===== config.mk =====
export PLATFORM = sky130hd
export DESIGN_NAME = hs32_intctl
export DESIGN_NICKNAME = d
export VERILOG_FILES = /design/src/rtl/hs32_intctl_pkg.sv /design/src/rtl/hs32_prio24.sv /design/src/rtl/hs32_intctl.sv
export SDC_FILE = /design/constraint.sdc
export NUM_CORES = 2
export LEC_CHECK = 0
export CORE_UTILIZATION = 50
export CTS_CLUSTER_DIAMETER = 60
export DETAILED_ROUTE_END_ITERATION = 7
export PLACE_DENSITY = 0.69
export SLEW_MARGIN = 20
export SYNTH_ARGS = -nofsm -noshare
export SYNTH_HDL_FRONTEND = slang
export SYNTH_HIERARCHICAL = 1
export SYNTH_SLANG_ARGS = --single-unit

===== constraint.sdc =====
create_clock -name i_clk -period 6.2 [get_ports i_clk]
set_clock_uncertainty 0.1 [all_clocks]
set_input_delay 1.24 -clock i_clk [delete_from_list [all_inputs] [get_ports i_clk]]
set_output_delay 1.24 -clock i_clk [all_outputs]
set_load 0.005 [all_outputs]

===== src/rtl/hs32_intctl_pkg.sv =====
// hs32_intctl_pkg: register offsets, CTRL bit positions and FSM encoding for the interrupt controller
package hs32_intctl_pkg;

    localparam logic [5:0] REG_TBL     = 6'h00;
    localparam logic [5:0] REG_ENABLE  = 6'h20;
    localparam logic [5:0] REG_PENDING = 6'h21;
    localparam logic [5:0] REG_CTRL    = 6'h22;

    localparam int CTRL_GIE      = 0;
    localparam int CTRL_NMI_PEND = 1;

    localparam int NMI_VEC_DEF = 24;

    typedef enum logic {
        IDLE = 1'b0,
        REQ  = 1'b1
    } state_t;

endpackage


===== src/rtl/hs32_prio24.sv =====
// hs32_prio24: combinational lowest-index-wins priority encoder over 24 requests
module hs32_prio24 (
    input  logic [23:0] req,
    output logic        valid,
    output logic [4:0]  idx
);

    assign valid = |req;

    // scan from the top so the lowest set index is the last one written
    always_comb begin
        idx = '0;
        for (int i = 23; i >= 0; i--)
            if (req[i]) idx = 5'(i);
    end

endmodule


===== src/rtl/hs32_intctl.sv =====
// hs32_intctl: 24-line + NMI interrupt controller with handler table; NMI path enabled by HS32_INTCTL_NMI_EN
module hs32_intctl
    import hs32_intctl_pkg::*;
#(
    parameter int NLINES  = 24,
    parameter int NMI_VEC = NMI_VEC_DEF
) (
    input  logic              i_clk,
    input  logic              reset,
    input  logic [NLINES-1:0] lines,
    input  logic              nmi_in,
    output logic              intrq,
    output logic [4:0]        vec,
    output logic [31:0]       handler,
    output logic              nmi,
    input  logic              iack,
    input  logic [7:0]        addr,
    input  logic              rw,
    input  logic [31:0]       din,
    output logic [31:0]       dout,
    input  logic              stb,
    output logic              ack
);

    logic [31:0]       tbl [32];
    logic [NLINES-1:0] lines_q, pend, en, cand, clr_pend;
    logic              gie, nmi_req, cand_valid, take, done, acc, wr;
    logic [4:0]        cand_idx, sel, next_vec;
    logic [5:0]        word;
    logic [31:0]       rdata;
    state_t            state, state_d;

    assign word     = addr[7:2];
    assign acc      = stb & ~ack;
    assign wr       = acc & rw;
    assign cand     = gie ? pend & en : '0;
    assign next_vec = nmi_req ? 5'(NMI_VEC) : cand_idx;
    assign intrq    = state == REQ;
    assign clr_pend = (wr && word == REG_PENDING ? din[NLINES-1:0] : '0)
                    | (done && !nmi ? NLINES'(1) << sel : '0);

    hs32_prio24 u_prio (
        .req   (cand),
        .valid (cand_valid),
        .idx   (cand_idx)
    );

`ifdef HS32_INTCTL_NMI_EN
    logic nmi_q, nmi_pend;
    assign nmi_req = nmi_pend;
    // NMI edge capture; a new edge beats the acknowledge clear
    always_ff @(posedge i_clk) begin
        if (reset) begin
            nmi_q    <= nmi_in;
            nmi_pend <= 1'b0;
            nmi      <= 1'b0;
        end else begin
            nmi_q    <= nmi_in;
            nmi_pend <= (nmi_in & ~nmi_q) | (nmi_pend & ~(done & nmi));
            if (take) nmi <= nmi_pend;
        end
    end
    logic unused_ok;
    assign unused_ok = ^addr[1:0];
`else
    assign nmi_req = 1'b0;
    assign nmi     = 1'b0;
    logic unused_ok;
    assign unused_ok = ^{addr[1:0], nmi_in};
`endif

    // read mux for the register map; unmapped offsets read 0
    always_comb begin
        rdata = (word & 6'h20) == REG_TBL ? tbl[word[4:0]]
              : word == REG_ENABLE        ? 32'(en)
              : word == REG_PENDING       ? 32'(pend)
              : word == REG_CTRL          ? 32'({nmi_req, gie})
              :                             32'd0;
    end

    // next-state: take a request from IDLE, release it on iack
    always_comb begin
        state_d = state;
        take    = 1'b0;
        done    = 1'b0;
        if (state == IDLE && (nmi_req || cand_valid)) begin
            state_d = REQ;
            take    = 1'b1;
        end else if (state == REQ && iack) begin
            state_d = IDLE;
            done    = 1'b1;
        end
    end

    // state register and frozen request outputs
    always_ff @(posedge i_clk) begin
        if (reset) begin
            state   <= IDLE;
            vec     <= '0;
            handler <= '0;
            sel     <= '0;
        end else begin
            state <= state_d;
            if (take) begin
                vec     <= next_vec;
                handler <= tbl[next_vec];
                sel     <= cand_idx;
            end
        end
    end

    // edge capture, bus slave and register file; pending sets beat clears
    always_ff @(posedge i_clk) begin
        if (reset) begin
            lines_q <= lines;
            pend    <= '0;
            en      <= '0;
            gie     <= 1'b0;
            ack     <= 1'b0;
            dout    <= '0;
            for (int i = 0; i < 32; i++) tbl[i] <= '0;
        end else begin
            lines_q <= lines;
            pend    <= (pend & ~clr_pend) | (lines & ~lines_q);
            ack     <= acc;
            dout    <= acc && !rw ? rdata : '0;
            if (wr && (word & 6'h20) == REG_TBL) tbl[word[4:0]] <= din;
            if (wr && word == REG_ENABLE) en <= din[NLINES-1:0];
            if (wr && word == REG_CTRL) gie <= din[CTRL_GIE];
        end
    end

endmodule


# ---- Word-level counts from Yosys, hierarchy flattened
# Memory sizes are Yosys's and may differ from the RTL's. A register that Yosys moved wholly into a read port is not among the register bits.
# Cells that the tools add are included.
dict set report op_classes {
  n_eq_ne 3
  shift 1
  mux 44
  bitwise_logic 12
  reduce_logical 13
}
# cell n
set op_table {}
lappend op_table {{$mux W5} 25}
lappend op_table {{$mux W24} 5}
lappend op_table {{$and A24 B24 Y24} 3}
lappend op_table {{$mux W32} 2}
lappend op_table {{$not A24 Y24} 2}
lappend op_table {{$or A24 B24 Y24} 2}
lappend op_table {{$reduce_or A32 Y1} 1}
lappend op_table {{$reduce_or A24 Y1} 1}
lappend op_table {{$shl A1 B5 Y24 const A} 1}
lappend op_table {{$eq A6 B6 Y1 const B} 3}
lappend op_table {{$mux W1} 12}
lappend op_table {{$logic_and A1 B1 Y1} 7}
lappend op_table {{$logic_not A6 Y1} 1}
lappend op_table {{$not A1 Y1} 3}
lappend op_table {{$and A1 B1 Y1} 2}
lappend op_table {{$reduce_bool A2 Y1} 1}
lappend op_table {{$reduce_or A2 Y1} 1}
lappend op_table {{$logic_not A1 Y1} 1}
dict set report totals {
  ff_bits 112
  ramBits 1024
  wordCells 82
  n_memories 1
}
# name words width read_ports rd_clocked_by_memory_dff wr line_no
set memory_table {}
lappend memory_table {tbl 32 32 2 1 32 hs32_intctl.sv:25} ;# logic [31:0] tbl [32];

# ---- Depth between registers and ports, before layout
dict set report depth {
  depth_word 26
  depth_mapped 15
  depth_no_buf 9
}

# ---- Cells and area by module
# The synthesis kept the hierarchy.
# module n_inst cells_per_inst area_each_um2
set by_module_without_submodules {}
lappend by_module_without_submodules {hs32_intctl 1 4256 58907.7}
lappend by_module_without_submodules {hs32_prio24 1 48 309.0}

# ---- Worst setup path after synthesis
# Ideal clock, no wire load.
dict set report synth_path {
  path_kind {input-to-reg}
  from {input port addr[3]}
  to {memory tbl[23][0] (enable)}
  setup_ns 0.375
  arrival_time_ns 2.873
  required_ns 5.725
  slack_ns 2.852
  cell_stages 6
  path_buffers 2
  cell_sequence {buf_2 inv_1 or4_1 buf_2 nor2_1 or2_2}
}
# item line_no
set synth_rtl {}
lappend synth_rtl {{start, declared} hs32_intctl.sv:17} ;# input logic [7:0] addr,
lappend synth_rtl {{end, declared} hs32_intctl.sv:25}

# ---- Worst setup path in the final report
dict set report layout_path {
  from {register gie}
  to {register handler[22], read port of tbl}
}
# item line_no
set layout_rtl {}
lappend layout_rtl {{start, declared} hs32_intctl.sv:27} ;# logic gie, nmi_req, cand_valid, take, done, acc, wr;
lappend layout_rtl {{start signal, assigned} hs32_intctl.sv:129} ;# if (wr && word == REG_CTRL) gie <= din[CTRL_GIE];
lappend layout_rtl {{$mux W24} hs32_intctl.sv:36} ;# assign cand = gie ? pend & en : '0;
lappend layout_rtl {{via cand[19]} hs32_intctl.sv:26} ;# logic [NLINES-1:0] lines_q, pend, en, cand, clr_pend;
lappend layout_rtl {{$mux W5 (20 in series)} hs32_prio24.sv:14} ;# if (req[i]) idx = 5'(i);
lappend layout_rtl {{via cand_idx[2]} hs32_intctl.sv:28} ;# logic [4:0] cand_idx, sel, next_vec;
lappend layout_rtl {{end, declared} hs32_intctl.sv:14} ;# output logic [31:0] handler,
# The timed path passes the listed nets, and every way through them passes these cells.
# A chain may end at the register's enable or synchronous reset.

==> results.yml <==
placed_design:
  portBuffers: 137
  gp_congestion: 0.9537
  dp_slack_ns: 1.461
  hpwl_mm: 124.8
floorplanning:
  pin_count: 142
  die_width_um: 346.1
  die_area_um2: 119800
  die_y_um: 346.1
  std_cell_rows: 125
  core_area_um2: 116800
  start_util_pct: 50.69
critical_path:
  rr_startpoint: "gie$_SDFFE_PP0P_"
  cp_slowest_stage_delay_ns: 0.72
  cp-start-kind: "register"
  setup.worst_path.end_class: "register"
  path_cells: "and3_1 > or4_4 > o21ai_2 > a21oi_1 > nor4b_4 > buf_4 > nor2b_4 > buf_4 > a22oi_1 > a32oi_1 > a31oi_1"
  path_common_cell: "buf_4"
  rrSetupSlack_ns: 1.41
  critPathArrivalTime_ns: 5.25
  r2r-end: "handler[22]$_SDFFE_PP0P_"
  ff2ff_path_depth: 11
  required_ns: 6.67
  worst-setup-path-type: "reg2reg"
  slowest_stage: "buf_4"
  crit_fanout: 47
drt:
  ant_nets: 0
  wl_per_cell_um: 35.09
  drtIter0Drc: 6931
  first_pass_iters: 8
  viasPerCell: 7.226
  route.detailed.drc: 0
  vias: 42554
  wl_mm: 206.7
cts:
  h-tree-depth: 3
  hold_buffers: 0
  post_cts_resize_count: 0
  cts-root-buf: "clkbuf_16"
  clk_pin_slew_ns: 0.06
  worstSkewPairLatency_ns: 0.74
  cts_tree: "built"
  clockBufferDepth: 3
  numCtsBuffers: 121
  cts_setup_buffers: 0
  cts_sinks: 1168
global_routing:
  antenna_found_initial: 8
  grt_usage_pct: 34.02
  grt_max_degree: 102
  grt_pass1_vias: 41377
  grt_pass1_wl_mm: 293.5
  overflow: 0
hold_path:
  holdPathEnd: "pend[9]$_SDFF_PP0_"
  hp-start: "pend[9]$_SDFF_PP0_"
  hp-class: "reg2reg"
  hold_depth: 2
sta:
  setup_viol: 0
  finalSetupTns_ns: 0
  hold_violations: 0
  rsz0062_at_grt: "no"
  finalCriticalPeriod_ns: 4.786
  post-route-period-util_pct: 77.20
  slew_headroom_pct: 17.88
  fmax_mhz: 208.9
  slew_viol_final: 0
  worstMarginPinSlew_ns: 1.229
  setup_ws_ns: 1.414
synth:
  synth_flop_cell: "edfxtp_1"
  synth.top_cell.area_share_pct: 51.93
  syn_area_per_cell_um2: 13.76
  synth_nets: 4374
  synth_top_family_by_area: "multiplexers"
  synth_commonest_cells: "1024 x edfxtp_1, 766 x nor3_1, 378 x mux4_2"
  synthDistinctLibCells: 64
  synth_edf_count: 1024
  synth_xor_area_share_pct: 0
  ys_seq_area_share_pct: 56.80
  synthArstFlopShare_pct: 0
  synthMuxAreaShare_pct: 19.49
  synthCells: 4304
  synth-simple-area-share_pct: 12.49
  synthMostInstantiatedCell: "edfxtp_1"
  ys_ff_latch: 1168
  synthTopCellsByArea: "edfxtp_1 52%, mux4_2 14%, nor3_1 6.5%, mux2i_1 5.1%, dfxtp_1 4.9%"
  synth_fa_ha_area_share_pct: 0
  synth_compound_area_share_pct: 7.070
  netlist_area_um2: 59220
  synth_top_cell_by_area: "edfxtp_1"
  yosys_warnings: 6
job:
  drv_cap: 0
pwr:
  finalPower_mw: 17.96
  vdd_drop_max_v: 0.0002682
  p_per_area_nw_per_um2: 271.1
  p_leak_nw: 20.93
status:
  status: "finished clean"
final_layout:
  nets: 4323
  area_delta_synth_final_pct: 11.88
  drive_above_1_share_pct: 19.96
[power by group]
part / internal (mW) / leakage, nW / switching [mW]
clock network: 4.41 / 2.02 / 3.21
registers: 8.80 / 11.7 / 0.141
logic: 0.471 / 7.22 / 0.933
[stage by stage]
stage | utilization [%] | instance area [um2] | hold slack (ns) | std cells
3_3_place_gp | 53.21 | 62160 | 0.3779 | 5654
2_1_floorplan | - | 59220 | 0.3572 | 4304
6_report | 56.71 | 66250 | 0.3973 | 5889
4_1_cts | 56.71 | 66260 | 0.3981 | 5883
3_5_place_dp | 53.21 | 62170 | 0.3867 | 5654
5_1_grt | 56.69 | 66240 | 0.4097 | 5884
[final cells by class]
class / instances / area (um2)
Fill cell: 9176 / 50580
Sequential cell: 1168 / 33630
Inverter: 31 / 116.4
Timing Repair Buffer: 331 / 3192
Multi-Input combinational cell: 2600 / 23290
Tap cell: 1524 / 1907
Antenna cell: 6 / 15.01
Clock buffer: 159 / 3308
Clock inverter: 70 / 785.8
[critical path, delay by kind of cell, from the launching register on]
family | cells | cell delay [ns]
AO/OA/AOI/OAI | 5 | 0.98
AND/OR/NAND/NOR | 4 | 1.75
buffers and inverters | 2 | 1.13
flip-flops | 1 | 0.59
[registers in the layout, indices dropped and copies added (netlist names), 5 cells and up]
signal,count
dout,32
en,24
handler,32
lines_q,24
pend,24
sel,5
tbl,1024
[cells by family after synthesis]
group | count (synthesis)
and+or+nand+nor | 1362
DFF | 1168
muxes | 680
AOI/OAI and AO/OA | 557
buffers and inverters | 536
other | 1
[worst max-delay path by stage]
| stage | from | slack (ns) | cells after the start | to |
|---|---|---|---|---|
| after floorplan | addr[3] | 2.85 | 6 | tbl[23][0]$_SDFFCE_PN0P_ |
| after global routing | gie$_SDFFE_PP0P_ | 1.45 | 11 | handler[7]$_SDFFE_PP0P_ |
| after global placement | stb | 1.51 | 8 | tbl[4][15]$_SDFFCE_PN0P_ |
| final | gie$_SDFFE_PP0P_ | 1.41 | 11 | handler[22]$_SDFFE_PP0P_ |
| after detailed placement | stb | 1.46 | 8 | tbl[4][15]$_SDFFCE_PN0P_ |
| after CTS | gie$_SDFFE_PP0P_ | 1.63 | 11 | handler[22]$_SDFFE_PP0P_ |
[per-layer routing]
metal | vias up | wire length (um) | share of wire, % | track usage [%]
met5 | - | 47 | 0.023 | 0
met4 | 6 | 11770 | 5.7 | 17.02
met3 | 661 | 31080 | 15 | 10.73
met2 | 3551 | 91270 | 44 | 50.91
met1 | 21274 | 72500 | 35 | 44.82
li1 | 17062 | - | - | -
[cell usage in the layout, fill, tap and decap left out, types with 16 or more instances in the layout]
cell type / instances
edfxtp_1: 1024
nor2_1: 73
bufinv_16: 16
o221ai_1: 25
nand2b_1: 31
nor2b_1: 18
a21oi_1: 44
clkdlybuf4s50_1: 127
nand3_1: 41
a22oi_1: 281
clkinv_2: 21
buf_12: 31
and2_1: 257
nand2_1: 30
dfxtp_1: 144
a21o_1: 43
clkinv_1: 25
nor3_1: 765
clkbuf_16: 123
mux4_2: 378
clkbuf_1: 23
inv_1: 21
and3_1: 29
a32oi_1: 32
a31oi_1: 47
or2_2: 33
buf_4: 163
mux2i_1: 299
(Power assumes the default switching activity.)
